$ cat src/rtl/key_rpt_pkg.sv
// Shared console timing package: key FSM states, default timing and helpers.
package key_rpt_pkg;

    localparam int unsigned DEB_DEF        = 100;
    localparam int unsigned RPT_FIRST_DEF  = 4000;
    localparam int unsigned RPT_PERIOD_DEF = 1000;

    typedef enum logic [1:0] {
        ST_IDLE    = 2'd0,
        ST_DEB_ON  = 2'd1,
        ST_HELD    = 2'd2,
        ST_DEB_OFF = 2'd3
    } key_st_e;

    function automatic int unsigned max_u(input int unsigned a, input int unsigned b);
        return (a > b) ? a : b;
    endfunction

endpackage

$ cat src/rtl/sync2.sv
// Two-flop synchronizer for asynchronous console inputs.
module sync2 (
    input  logic clk,
    input  logic reset,
    input  logic d,
    output logic q
);

    logic meta;

    always_ff @(posedge clk) begin
        if (!reset) begin
            meta <= 1'b0;
            q    <= 1'b0;
        end else begin
            meta <= d;
            q    <= meta;
        end
    end

endmodule

$ cat src/rtl/key_rpt.sv
// Console key debouncer with press pulse and auto-repeat while the key is held.
module key_rpt
    import key_rpt_pkg::*;
#(
    parameter int unsigned DEB        = DEB_DEF,
    parameter int unsigned RPT_FIRST  = RPT_FIRST_DEF,
    parameter int unsigned RPT_PERIOD = RPT_PERIOD_DEF
) (
    input  logic clk,
    input  logic reset,
    input  logic key,
    input  logic rpt_en,
    output logic key_lvl,
    output logic key_p,
    output logic rpt_p,
    output logic busy
);

    // Zero-length intervals are clamped to one cycle.
    localparam int unsigned DEB_E = max_u(DEB, 1);
    localparam int unsigned RF_E  = max_u(RPT_FIRST, 1);
    localparam int unsigned RP_E  = max_u(RPT_PERIOD, 1);
    localparam int unsigned CW    = $clog2(max_u(max_u(DEB_E, RF_E), RP_E)) + 1;

    localparam logic [CW-1:0] DEB_C = CW'(DEB_E);
    localparam logic [CW-1:0] RF_C  = CW'(RF_E);
    localparam logic [CW-1:0] RP_C  = CW'(RP_E);
    localparam logic [CW-1:0] ONE_C = CW'(1);
    localparam logic [CW-1:0] MAX_C = '1;

    logic          key_s;
    key_st_e       state_q, state_d;
    logic [CW-1:0] deb_q, deb_d;
    logic [CW-1:0] rpt_q, rpt_d;
    logic [CW-1:0] rpt_thr;
    logic          rep_q, rep_d;
    logic          key_lvl_d, key_p_d, rpt_p_d, busy_d;

    sync2 u_sync (
        .clk   (clk),
        .reset (reset),
        .d     (key),
        .q     (key_s)
    );

    // Next-state, counters and registered-output inputs.
    always_comb begin
        state_d = state_q;
        deb_d   = deb_q;
        rpt_d   = rpt_q;
        rep_d   = rep_q;
        key_p_d = 1'b0;
        rpt_p_d = 1'b0;
        rpt_thr = rep_q ? RP_C : RF_C;

        case (state_q)
            ST_IDLE: begin
                deb_d = '0;
                if (key_s) begin
                    state_d = ST_DEB_ON;
                    deb_d   = ONE_C;
                end
            end
            ST_DEB_ON: begin
                if (!key_s) begin
                    state_d = ST_IDLE;
                    deb_d   = '0;
                end else if (deb_q >= DEB_C) begin
                    state_d = ST_HELD;
                    deb_d   = '0;
                    key_p_d = 1'b1;
                end else if (deb_q != MAX_C) begin
                    deb_d = deb_q + ONE_C;
                end
            end
            ST_HELD: begin
                deb_d = '0;
                if (!key_s) begin
                    state_d = ST_DEB_OFF;
                    deb_d   = ONE_C;
                end
            end
            ST_DEB_OFF: begin
                if (key_s) begin
                    state_d = ST_HELD;
                    deb_d   = '0;
                end else if (deb_q >= DEB_C) begin
                    state_d = ST_IDLE;
                    deb_d   = '0;
                end else if (deb_q != MAX_C) begin
                    deb_d = deb_q + ONE_C;
                end
            end
            default: begin
                state_d = ST_IDLE;
                deb_d   = '0;
            end
        endcase

        // Repeat timer advances only in HELD; DEB_OFF freezes it so a glitch just delays the cadence.
        if (!rpt_en || state_q == ST_IDLE || state_q == ST_DEB_ON) begin
            rpt_d = '0;
            rep_d = 1'b0;
        end else if (state_q == ST_HELD) begin
            if (rpt_q >= rpt_thr - ONE_C) begin
                rpt_p_d = 1'b1;
                rpt_d   = '0;
                rep_d   = 1'b1;
            end else if (rpt_q != MAX_C) begin
                rpt_d = rpt_q + ONE_C;
            end
        end

        key_lvl_d = (state_d == ST_HELD) || (state_d == ST_DEB_OFF);
        busy_d    = (state_d != ST_IDLE);
    end

    always_ff @(posedge clk) begin
        if (!reset) begin
            state_q <= ST_IDLE;
            deb_q   <= '0;
            rpt_q   <= '0;
            rep_q   <= 1'b0;
            key_lvl <= 1'b0;
            key_p   <= 1'b0;
            rpt_p   <= 1'b0;
            busy    <= 1'b0;
        end else begin
            state_q <= state_d;
            deb_q   <= deb_d;
            rpt_q   <= rpt_d;
            rep_q   <= rep_d;
            key_lvl <= key_lvl_d;
            key_p   <= key_p_d;
            rpt_p   <= rpt_p_d;
            busy    <= busy_d;
        end
    end

endmodule

$ cat config.mk
export PLATFORM = sky130hd
export DESIGN_NAME = key_rpt
export DESIGN_NICKNAME = d
export VERILOG_FILES = /design/src/rtl/key_rpt_pkg.sv /design/src/rtl/sync2.sv /design/src/rtl/key_rpt.sv
export SDC_FILE = /design/constraint.sdc
export NUM_CORES = 1
export LEC_CHECK = 0
export BUFFER_PORTS_ARGS = -buffer_cell sky130_fd_sc_hd__buf_2
export CORE_ASPECT_RATIO = 2
export CORE_MARGIN = 3
export CORE_UTILIZATION = 55
export CTS_CLUSTER_SIZE = 28
export DETAILED_ROUTE_END_ITERATION = 8
export GPL_ROUTABILITY_DRIVEN = 0
export PLACE_DENSITY = 0.85
export SETUP_SLACK_MARGIN = 0.1
export SYNTH_ARGS = -nofsm -noshare
export SYNTH_HDL_FRONTEND = slang
export SYNTH_SLANG_ARGS = --single-unit
$ cat constraint.sdc
create_clock -name clk -period 5.8 [get_ports clk]
set_input_delay 1.45 -clock clk [delete_from_list [all_inputs] [get_ports clk]]
set_output_delay 1.45 -clock clk [all_outputs]
set_load 0.05 [all_outputs]
**Yosys cells after proc, flatten, opt, wreduce, memory -nomap -nowiden**

Index checks and enable logic that the tools add are counted.

- Add/sub/neg operators: 3
- Magnitude comparators: 2
- Eq/ne operators: 7
- Mux-type cells: 19
- Bitwise gates (word level): 2
- Reduce and logical (&&, ||, !) cells: 12

Operators with widths:

| kind | count |
|---|---|
| 13-bit 2-to-1 mux | 6 |
| 13-bit case mux with 4 select lines | 1 |
| 13-bit by 1-bit adder with 13-bit output (second input constant) | 2 |
| 13-bit inequality test (second input constant) | 2 |
| 13-bit >= comparator | 1 |
| 13-bit by 7-bit >= comparator with 1-bit output (second input constant) | 1 |
| 12-bit by 1-bit subtractor with 13-bit output (second input constant) | 1 |
| 12-bit 2-to-1 mux | 1 |
| 2-bit 2-to-1 mux | 6 |
| 2-bit equality test (second input constant) | 4 |
| 2-bit case mux with 4 select lines | 1 |
| 1-bit 2-to-1 mux | 4 |
| 2-bit AND reduction | 2 |
| 2-bit nonzero test | 2 |
| 1-bit logical OR | 3 |
| 3-bit AND reduction | 1 |
| 3-bit OR reduction | 1 |
| 2-bit by 1-bit equality test with 1-bit output (second input constant) | 1 |
| 2-bit logical NOT | 1 |
| 1-bit inverter | 2 |
| 2-bit OR reduction | 1 |
| 1-bit logical NOT | 1 |

- Register bits: 35
- Input port bits: 4
- Output and inout bits: 4
- Logic and storage cells: 55

**Longest topological paths before layout**

Gate-level depths: netlist (run 1).

- Depth in word-level cells: 6
- Gate-level depth with buffers: 7
- Mapped depth without buffers: 7

**By module**

Synthesis (run 1) repeated with hierarchy kept, for this count alone.

- Cells, all modules: 181
- Area total of the unflattened synthesis: 1,699.1 µm²

By module, submodules not included:

| module | instances | cells each | area an instance (µm²) | seq. area each (µm²) |
|---|---|---|---|---|
| key_rpt | 1 | 177 | 1,646.6 | 660.6 |
| sync2 | 1 | 4 | 52.6 | 40.0 |

**Least setup slack after synthesis (run 1)**

Ideal clock, no wire load.

- Path kind: in2reg
- Start point: in reset
- End point: reg rpt_q[10]
- Setup time: 0.134 ns
- Data arrival time: 2.007 ns
- Required time: 5.666 ns
- Slack: 3.659 ns
- Stages: 3
- Buffers on the path: 1
- Cell sequence: nand3_1 -> clkbuf_1 -> nor3_1

- Longest elaborated chain between the ends: 2

RTL lines:

| what | RTL line | source |
|---|---|---|
| start: declaration | key_rpt.sv:10 | `input logic reset,` |
| 1-bit inverter (no line) | n/a |  |
| 2-bit OR reduction (no line) | n/a |  |
| end signal: assignment | key_rpt.sv:131 | `rpt_q <= rpt_d;` |
| end: declaration | key_rpt.sv:34 | `logic [CW-1:0] rpt_q, rpt_d;` |

No other way between the ends.
A chain may end at the register's enable or synchronous reset.

**Final worst setup path (run 1)**

- Start point: reg key_p
- End point: out key_p

RTL lines:

| what | RTL line | source |
|---|---|---|
| start: declaration | key_rpt.sv:14 | `output logic key_p,` |
| start signal: assignment | key_rpt.sv:134 | `key_p <= key_p_d;` |

No word-level cell between the ends.

==> results.cfg, run 1 <==
[logic_synthesis]
ys_seq_area_share_pct = 44.59
synthCells = 170
yosysMostFrequentCell = dfxtp_1
netlist_area_sq_um = 1572
ys_ff_latch = 35
synth.area.top_cells = dfxtp_1 45%, ha_1 7.2%, xor2_1 5.0%, nor2_1 3.8%, nand2_1 3.3%
synth_edf_count = 0
yosysTopAreaCellShare_pct = 44.59
synth_top_cell_by_area = dfxtp_1
synthDistinctLibCells = 41
syn_area_per_cell_sq_um = 9.244
netlist_top_cells_count = 35 x dfxtp_1, 16 x nor2_1, 14 x nand2_1
ys_warn_count = 0
async_flop_share_pct = 0
synth_top_flop_cell = dfxtp_1

[critical_path]
path_class = flip-flop to output pin
worstPathArrival_ps = 850
path_max_fanout = 1
slowest_delay_ps = 310
critical_path_buf_inv_count = 1
cp-end-kind = output pin
cp.required_ps = 4350
crit_family = flip-flops
rrSetupSlack_ps = 3730
crit_path_start_kind = flip-flop
cp_cell_sequence = buf_2
crit_slowest_cell = dfxtp_1

[sta]
fin_ws_ps = 3502
hold_slack_ps = 459.2
fin_worst_skew_ps = 9.710
fin_crit_ps = 2298
slew_violations = 0
rsz0062_at_grt = no
setup_viol = 0
fmax_mhz = 435.2
fin_tns_setup_ps = 0
fin_crit_sh_pct = 39.62
tightest_slew_ps = 643.9
relSlewSlack_pct = 56.95
finalHoldViolCount = 0

[clock_tree]
cts_tree = done
clock_latency_ps = 290
ctsResizeCount = 0
cts.path.max_buffers = 2
clk_pin_slew_ps = 70
hold_buffers = 0
numCtsBuffers = 5
cts_sinks = 35
cts-root-buf = clkbuf_8
cts_max_level = 2
cts_setup_buffers = 0

[grt]
grt_pass1_vias = 1295
grt_max_degree = 16
grt_util_all_layers_pct = 20.16
antenna_found_initial = 0
overflow = 0
grt_pass1_wl_um = 5299

[route]
viasPerCell = 6.019
dr_total_vias = 1288
totalWireLength_um = 3155
drt_iter0_drc = 25
antenna_left = 0
drcViolationCount = 0
wl_per_cell_um = 14.74
firstDrtPassIters = 4

[power_and_ir_drop]
p_int_mw = 0.3547
p_sw_share_pct = 21.07
pwr-share-clk_pct = 43.7
p_sw_mw = 0.09467
vdd_ir_drop_max_mv = 0.2071
p_seq_share_pct = 54.8
p_leak_nw = 0.6521
power_density_nw_per_um2 = 258.0
p_comb_share_pct = 1.5

[final_layout]
fill_cells = 220
diodes = 0
finalNetCount = 198
final_cells = 214
area_growth_pct = 10.83
layout-drive-gt1-share_pct = 12.37

[placed_design]
dp_hpwl_um = 2302
io_buffers = 7
pre_cts_ws_ps = 3233
placed_cells = 206

[floorplan]
die_x_um = 43.80
die-area_sq_um = 3573
initial_core_util_pct = 59.64
io_pins = 8
die_h_um = 81.60
coreArea_sq_um = 2635
rows = 26

[outcome]
status = finished, final reports clean

[min_path]
hold_class = flip-flop to flip-flop

[run]
max_cap_violations = 0
[final timing paths]
kind / from / cells past startpoint / to
max: key_p / 1 / key_p
min: u_sync.meta / 1 / u_sync.q
max reg2reg: rep_q / 7 / rpt_q[8]
min reg2reg: u_sync.meta / 1 / u_sync.q
[layout make-up]
cell class,instances,area [sq um],share of cell area (%)
multi-input cells,130,844.6,48.49
flip-flops and latches,35,700.7,40.23
clock buffers,7,96.34,5.532
repair buffers,7,35.03,2.011
well taps,28,35.03,2.011
inverters,6,22.52,1.293
clock inverters,1,7.507,0.4310
[registers in the layout, indices dropped and copies added, names as in the netlist]
name         cells
key_lvl          1
state_q          2
key_p            1
deb_q           13
u_sync.meta      1
rpt_q           13
rpt_p            1
u_sync.q         1
rep_q            1
busy             1
[kinds of logic after synthesis]
logic type      after synthesis  share of synthesized area, %
simple gates                 79                         28.26
flops                        35                         44.59
compound gates               24                         10.19
xor+xnor                     12                         6.688
buf+inv                      10                         2.866
fa+ha+maj                     9                         7.166
other cells                   1                        0.2386
[cell usage in the layout, fill, tap and decap left out, types with 2 or more instances in the layout]
master,instances
buf_2,7
clkbuf_8,7
a21oi_1,10
nor2b_1,2
and2_1,3
or4_1,3
nor3_1,7
a21boi_0,2
nand3_1,9
ha_1,9
and3_1,3
nand2b_1,2
a31oi_1,2
nand2_1,14
inv_1,6
xor2_1,9
nor4_1,2
nor2_1,16
nand4_1,8
o21ai_0,2
conb_1,6
xnor2_1,3
dfxtp_1,35
[power groups by stage]
stage               registers, mW  logic, mW  clock network (mW)
floorplan                   0.252    0.00356                   0
global placement            0.252    0.00648                   0
detailed placement          0.252    0.00674                   0
CTS                         0.246    0.00677               0.200
global route                0.246    0.00780               0.211
finish                      0.246    0.00682               0.196
[metal layers]
layer	up-vias	GRT usage, %	routed length, um
met5	-	0	0
met3	13	5.702	98
met4	0	15.41	129
met2	26	36.11	1755
met1	619	18.06	1171
li1	630	-	-
[metrics by stage]
| step | utilization [%] | instance area [sq um] | power, mW |
|---|---|---|---|
| after global routing | 66.10 | 1742 | 0.4652 |
| final | 66.10 | 1742 | 0.4494 |
| after floorplan | - | 1590 | 0.2557 |
| after detailed placement | 62.16 | 1638 | 0.2585 |
| after CTS | 66.10 | 1742 | 0.4534 |
| after global placement | 62.16 | 1638 | 0.2580 |
No activity file was read; power rests on OpenSTA's default activity.
==> run 2, diff against run 1 <==
--- a/config.mk
+++ b/config.mk
@@ -5,6 +5,7 @@
 export SDC_FILE = /design/constraint.sdc
 export NUM_CORES = 1
 export LEC_CHECK = 0
+export ABC_AREA = 1
 export BUFFER_PORTS_ARGS = -buffer_cell sky130_fd_sc_hd__buf_2
 export CORE_ASPECT_RATIO = 2
 export CORE_MARGIN = 3
@@ -12,7 +13,7 @@
 export CTS_CLUSTER_SIZE = 28
 export DETAILED_ROUTE_END_ITERATION = 8
 export GPL_ROUTABILITY_DRIVEN = 0
-export PLACE_DENSITY = 0.85
+export PLACE_DENSITY = 0.84
 export SETUP_SLACK_MARGIN = 0.1
 export SYNTH_ARGS = -nofsm -noshare
 export SYNTH_HDL_FRONTEND = slang
==> constraint.sdc (replaced) <==
create_clock -name clk -period 2.4 [get_ports clk]
set_input_delay 0.6 -clock clk [delete_from_list [all_inputs] [get_ports clk]]
set_output_delay 0.6 -clock clk [all_outputs]
set_load 0.05 [all_outputs]
==> run 2 against run 1 <==
  * Worst setup slack lost 2800 ps
  * Synthesized area grew 20%
  * Non-clock buffer count is the same
  * Sequential power grew 140%
  * Clock skew is essentially flat
  * Via count grew 26%
  * Utilization shrank 2.9 points
  * Global-route usage grew 0.34 points
  * Routed wire length grew 13%
  * Sequential cell count is the same
  * Critical path depth grew 8
  * Clock power grew to 2.7 times the previous value
  * Largest cell class unchanged
==> results.cfg, run 2 <==
[clock_tree]
clk_pin_slew_ps = 80
numCtsBuffers = 5
cts_sinks = 35
hold_buffers = 0
clock_latency_ps = 290
cts.path.max_buffers = 2
cts_max_level = 2
cts_setup_buffers = 0
cts-root-buf = clkbuf_8
ctsResizeCount = 0
cts_tree = done

[grt]
antenna_found_initial = 0
grt_pass1_wl_um = 6230
grt_max_degree = 22
grt_pass1_vias = 1638
overflow = 0
grt_util_all_layers_pct = 20.50

[floorplan]
io_pins = 8
die_h_um = 88.78
rows = 29
initial_core_util_pct = 58.35
die-area_sq_um = 4207
die_x_um = 47.39
coreArea_sq_um = 3229

[final_layout]
layout-drive-gt1-share_pct = 18.18
final_cell_mix = 50 x nand2_1, 38 x inv_1, 37 x nor2_1
final_common_cell = nand2_1
finalNetCount = 287
top_regs = deb_q: 13 flops, rpt_q: 13 flops, state_q: 2 flops
diodes = 0
final_util_pct = 63.23
area_growth_pct = 8.367

[critical_path]
worstPathArrival_ps = 1960
path_max_fanout = 11
path_class = flip-flop to flip-flop
crit_start = rep_q
cp-end-kind = flip-flop
r2r-start = rep_q
crit_path_start_kind = flip-flop
cp.required_ps = 2640

[sta]
hold_slack_ps = 415.6
fmax_mhz = 580.9
fin_worst_skew_ps = 10.16
setup_viol = 0
slew_violations = 0
tightest_slew_ps = 541.3
finalHoldViolCount = 0
fin_crit_sh_pct = 71.73
relSlewSlack_pct = 63.88
fin_crit_ps = 1722
fin_tns_setup_ps = 0
rsz0062_at_grt = no
fin_ws_ps = 678.4

[logic_synthesis]
synthXorXnorAreaFrac_pct = 0.4648
synth_edf_count = 0
syn_area_per_cell_sq_um = 7.275
synthDistinctLibCells = 25
muxShareOfSynthArea_pct = 0
yosysTopAreaCellShare_pct = 37.18
synth_top_family_by_area = simple AND/OR/NAND/NOR gates
synth_top_flop_cell = dfxtp_1
ys_ff_latch = 35
synthCells = 259
synth.area.top_cells = dfxtp_1 37%, nand2_1 10%, inv_1 7.6%, nor2_1 7.4%, ha_1 6.0%
netlist_area_sq_um = 1884
synth-compound-area-share_pct = 6.574
netlist_top_cells_count = 50 x nand2_1, 38 x inv_1, 37 x nor2_1
ys_seq_area_share_pct = 37.18
synthAdderAreaFrac_pct = 5.976
synth_top_cell_by_area = dfxtp_1
async_flop_share_pct = 0
synth-simple-area-share_pct = 38.91
ys_warn_count = 0
yosysMostFrequentCell = nand2_1

[route]
drt_iter0_drc = 32
antenna_left = 0
drcViolationCount = 0
wl_per_cell_um = 11.66
totalWireLength_um = 3567
dr_total_vias = 1618
viasPerCell = 5.288
firstDrtPassIters = 4

[power_and_ir_drop]
p_leak_nw = 0.9082
power_density_nw_per_um2 = 577.0
vdd_ir_drop_max_mv = 0.7875

[placed_design]
dp_hpwl_um = 2814
io_buffers = 7
pre_cts_ws_ps = 579.8

[run]
max_cap_violations = 0

[min_path]
hold_class = flip-flop to flip-flop
min_from = u_sync.meta

[outcome]
status = finished, final reports clean
run 2: cell types whose count changed after synthesis, moves of 8 or more:
cell     delta
nand3_2    +10
nor2_2     +10
nor2_1     +21
inv_1      +32
xor2_1      -8
nand2_1    +36
nand3_1     +8
run 2: layout make-up:
type	instances	area, sq um
repair buffers	7	35.03
fillers	291	1187
clock inverters	3	43.79
clock buffers	5	68.82
well taps	31	38.79
inverters	41	153.9
flip-flops and latches	35	700.7
multi-input cells	184	1001
run 2: report_power, final:
part	switching, mW	internal (mW)	leakage [nW]
registers	0.00813	0.593	0.285
clock network	0.220	0.309	0.0581
logic	0.0350	0.0126	0.565
run 2: metrics by stage:
stage	cell area [sq um]	total power, mW	cells
2_1_floorplan	1903	0.6532	264
3_3_place_gp	1929	0.6604	298
6_report	2042	1.178	306
5_1_grt	2042	1.213	306
3_5_place_dp	1929	0.6618	298
4_1_cts	2042	1.190	306
run 2: worst max-delay path, stage by stage, from the launching register on:
cell	delay (ps)
dfxtp_1	400
inv_1	100
ha_1	310
nand2_1	90
a21oi_2	60
a21oi_2	140
nand3_2	90
nand2_2	260
nand3_1	110
nor2_1	100
run 2: metal layers:
layer	track usage, %	wire (um)	vias to the layer above
li1	-	-	846
met1	17.09	1280	729
met2	38.63	2047	28
met3	4.481	106	15
met4	13.35	133	0
met5	0	0	-
run 2: logic make-up after synthesis:
family,count (synthesis)
AOI/OAI and AO/OA,22
xor gates and xnor gates,1
adders and majority gates,9
buffers and inverters,45
DFF,35
other,1
and+or+nand+nor,146
run 2: worst paths after layout:
path	slack [ps]	depth (start not counted)	endpoint
setup / recovery	680	9	rpt_q[2]
hold / removal	420	2	u_sync.q
setup reg to reg	680	9	rpt_q[2]
hold reg to reg	420	2	u_sync.q
==> run 3, diff against run 2 <==
==> constraint.sdc (replaced) <==
create_clock -name clk -period 1.6 [get_ports clk]
set_input_delay 0.4 -clock clk [delete_from_list [all_inputs] [get_ports clk]]
set_output_delay 0.4 -clock clk [all_outputs]
set_load 0.05 [all_outputs]
==> run 3 against run 2 <==
  * The flow now finishes with violations (negative setup slack)
  * First-iteration DRC count rose by 38%
  * Worst setup slack got worse by 690 ps
  * Cell count increased by 4.6%
  * Critical path depth stayed put
  * Routed wire length rose by 21%
  * Count of clock-buffer cells in the layout rose by 1
  * Sequential share of layout area fell by 4.0 points
  * Via count grew 9.5%
  * Combinational power up 67%
  * Register-to-register slack worse by 690 ps
  * Hold slack got worse by 120 ps
  * Fmax is 6.6% higher
  * Highest routed layer unchanged
==> results.cfg, run 3 (same netlist as run 2, synthesis figures left out) <==
[grt]
grt_pass1_vias = 1669
grt_pass1_wl_um = 7148
grt_max_degree = 16
antenna_found_initial = 0
grt_util_all_layers_pct = 23.96
overflow = 0

[critical_path]
worstPathArrival_ps = 1800
crit_slowest_cell = dfxtp_4
cp_cell_sequence = inv_4 > ha_4 > nand2_4 > nor2_4 > nand4_1 > nand3_4 > nand2_8 > nand3_4 > nor2_2
path_class = flip-flop to flip-flop
crit_start = rep_q
cp.required_ps = 1780
slowest_delay_ps = 430
crit_path_start_kind = flip-flop
crit_top_cell = nand3_4
path_max_fanout = 6
cp-end-kind = flip-flop
r2r-start = rep_q

[floorplan]
die-area_sq_um = 4207
io_pins = 8
rows = 29
coreArea_sq_um = 3229
die_x_um = 47.39
die_h_um = 88.78
initial_core_util_pct = 58.35

[clock_tree]
cts.path.max_buffers = 2
cts_max_level = 2
cts-root-buf = clkbuf_8
cts_tree = done
hold_buffers = 0
cts_sinks = 35
numCtsBuffers = 5
clock_latency_ps = 280
clk_pin_slew_ps = 70

[placed_design]
dp_hpwl_um = 2900
io_buffers = 7
placed_cells = 311
place_area_sq_um = 2027

[sta]
fin_crit_sh_pct = 100.9
fin_crit_ps = 1615
finalHoldViolCount = 0
fin_ws_ps = -15.04
slew_violations = 0
hold_slack_ps = 296.9
fmax_mhz = 619.2
rsz0062_at_grt = yes
setup_viol = 6
fin_worst_skew_ps = 4.970

[route]
dr_total_vias = 1772
firstDrtPassIters = 4
wl_per_cell_um = 13.48
antenna_left = 0
totalWireLength_um = 4313
drcViolationCount = 0
drt_iter0_drc = 44
viasPerCell = 5.538

[run]
max_cap_violations = 0

[power_and_ir_drop]
p_leak_nw = 1.002
vdd_ir_drop_max_mv = 0.7665
power_density_nw_per_um2 = 697.8

[min_path]
hold_class = input pin to flip-flop
min_from = key

[final_layout]
layout-drive-gt1-share_pct = 30.10
post-route-cell-area_sq_um = 2328
finalNetCount = 302
final_cells = 320
final_cell_mix = 45 x nand2_1, 37 x inv_1, 32 x dfxtp_1
final_common_cell = nand2_1
area_growth_pct = 23.57
top_regs = deb_q: 13 flops, rpt_q: 13 flops, state_q: 2 flops
diodes = 0

[outcome]
status = finished, violations left
violations = negative setup slack
-- run 3: changes by cell type in the layout (fill, tap and decap cells not counted), sizes merged --
cell / previous run / this run
bufinv: 1 / 0
nand2: 56 / 57
clkinv: 2 / 1
clkbuf: 5 / 6
buf: 7 / 21
-- run 3: metrics by stage --
step | util [%] | power (mW) | setup TNS (ps) | setup WS, ps
global route | 72.10 | 1.691 | -1082 | -97.24
global placement | 62.77 | 0.9947 | -460.0 | -56.96
floorplan | - | 0.9797 | 0 | 110.7
finish | 72.10 | 1.625 | -27.08 | -15.04
detailed placement | 62.77 | 0.9963 | -1047 | -103.5
CTS | 69.20 | 1.637 | 0 | 38.27
-- run 3: metal layers --
metal / global-route usage, % / routed length (um)
met5: 0 / 0
met4: 14.86 / 189
met3: 5.703 / 183
met2: 43.64 / 2424
met1: 21.64 / 1514
-- run 3: worst paths after layout --
kind,slack (ps),cells after the start,endpoint
setup / recovery,-20,9,rpt_q[3]
hold / removal,300,3,u_sync.meta
setup reg to reg,-20,9,rpt_q[3]
hold reg to reg,420,2,u_sync.q
-- run 3: power breakdown --
group	switching (mW)	leakage, nW	internal, mW
sequential	0.0123	0.287	0.889
clock	0.307	0.0470	0.338
combinational	0.0569	0.668	0.0228
total	0.376	1.00	1.25
-- run 3: worst max-delay path, delay by kind of cell, from the launching register on --
kind                       cells  cell delay, ps
buffers and inverters          1              70
DFF                            1             430
and+or+nand+nor                7             700
adders and majority gates      1             300
-- run 3: cell type report --
class	count	area [sq um]
Clock buffer	6	82.58
Clock inverter	1	5.005
Fill cell	256	900.9
Inverter	41	156.4
Multi-Input combinational cell	185	1191
Sequential cell	35	706.9
Tap cell	31	38.79
Timing Repair Buffer	21	147.6
-- run 3: timing repair --
action / 4_1_cts / 5_1_grt
resized for setup: 20 / 21
buffers inserted: 0 / 1
cloned: 1 / 0
setup endpoints to repair: 14 / 18
pin swaps: 14 / 12
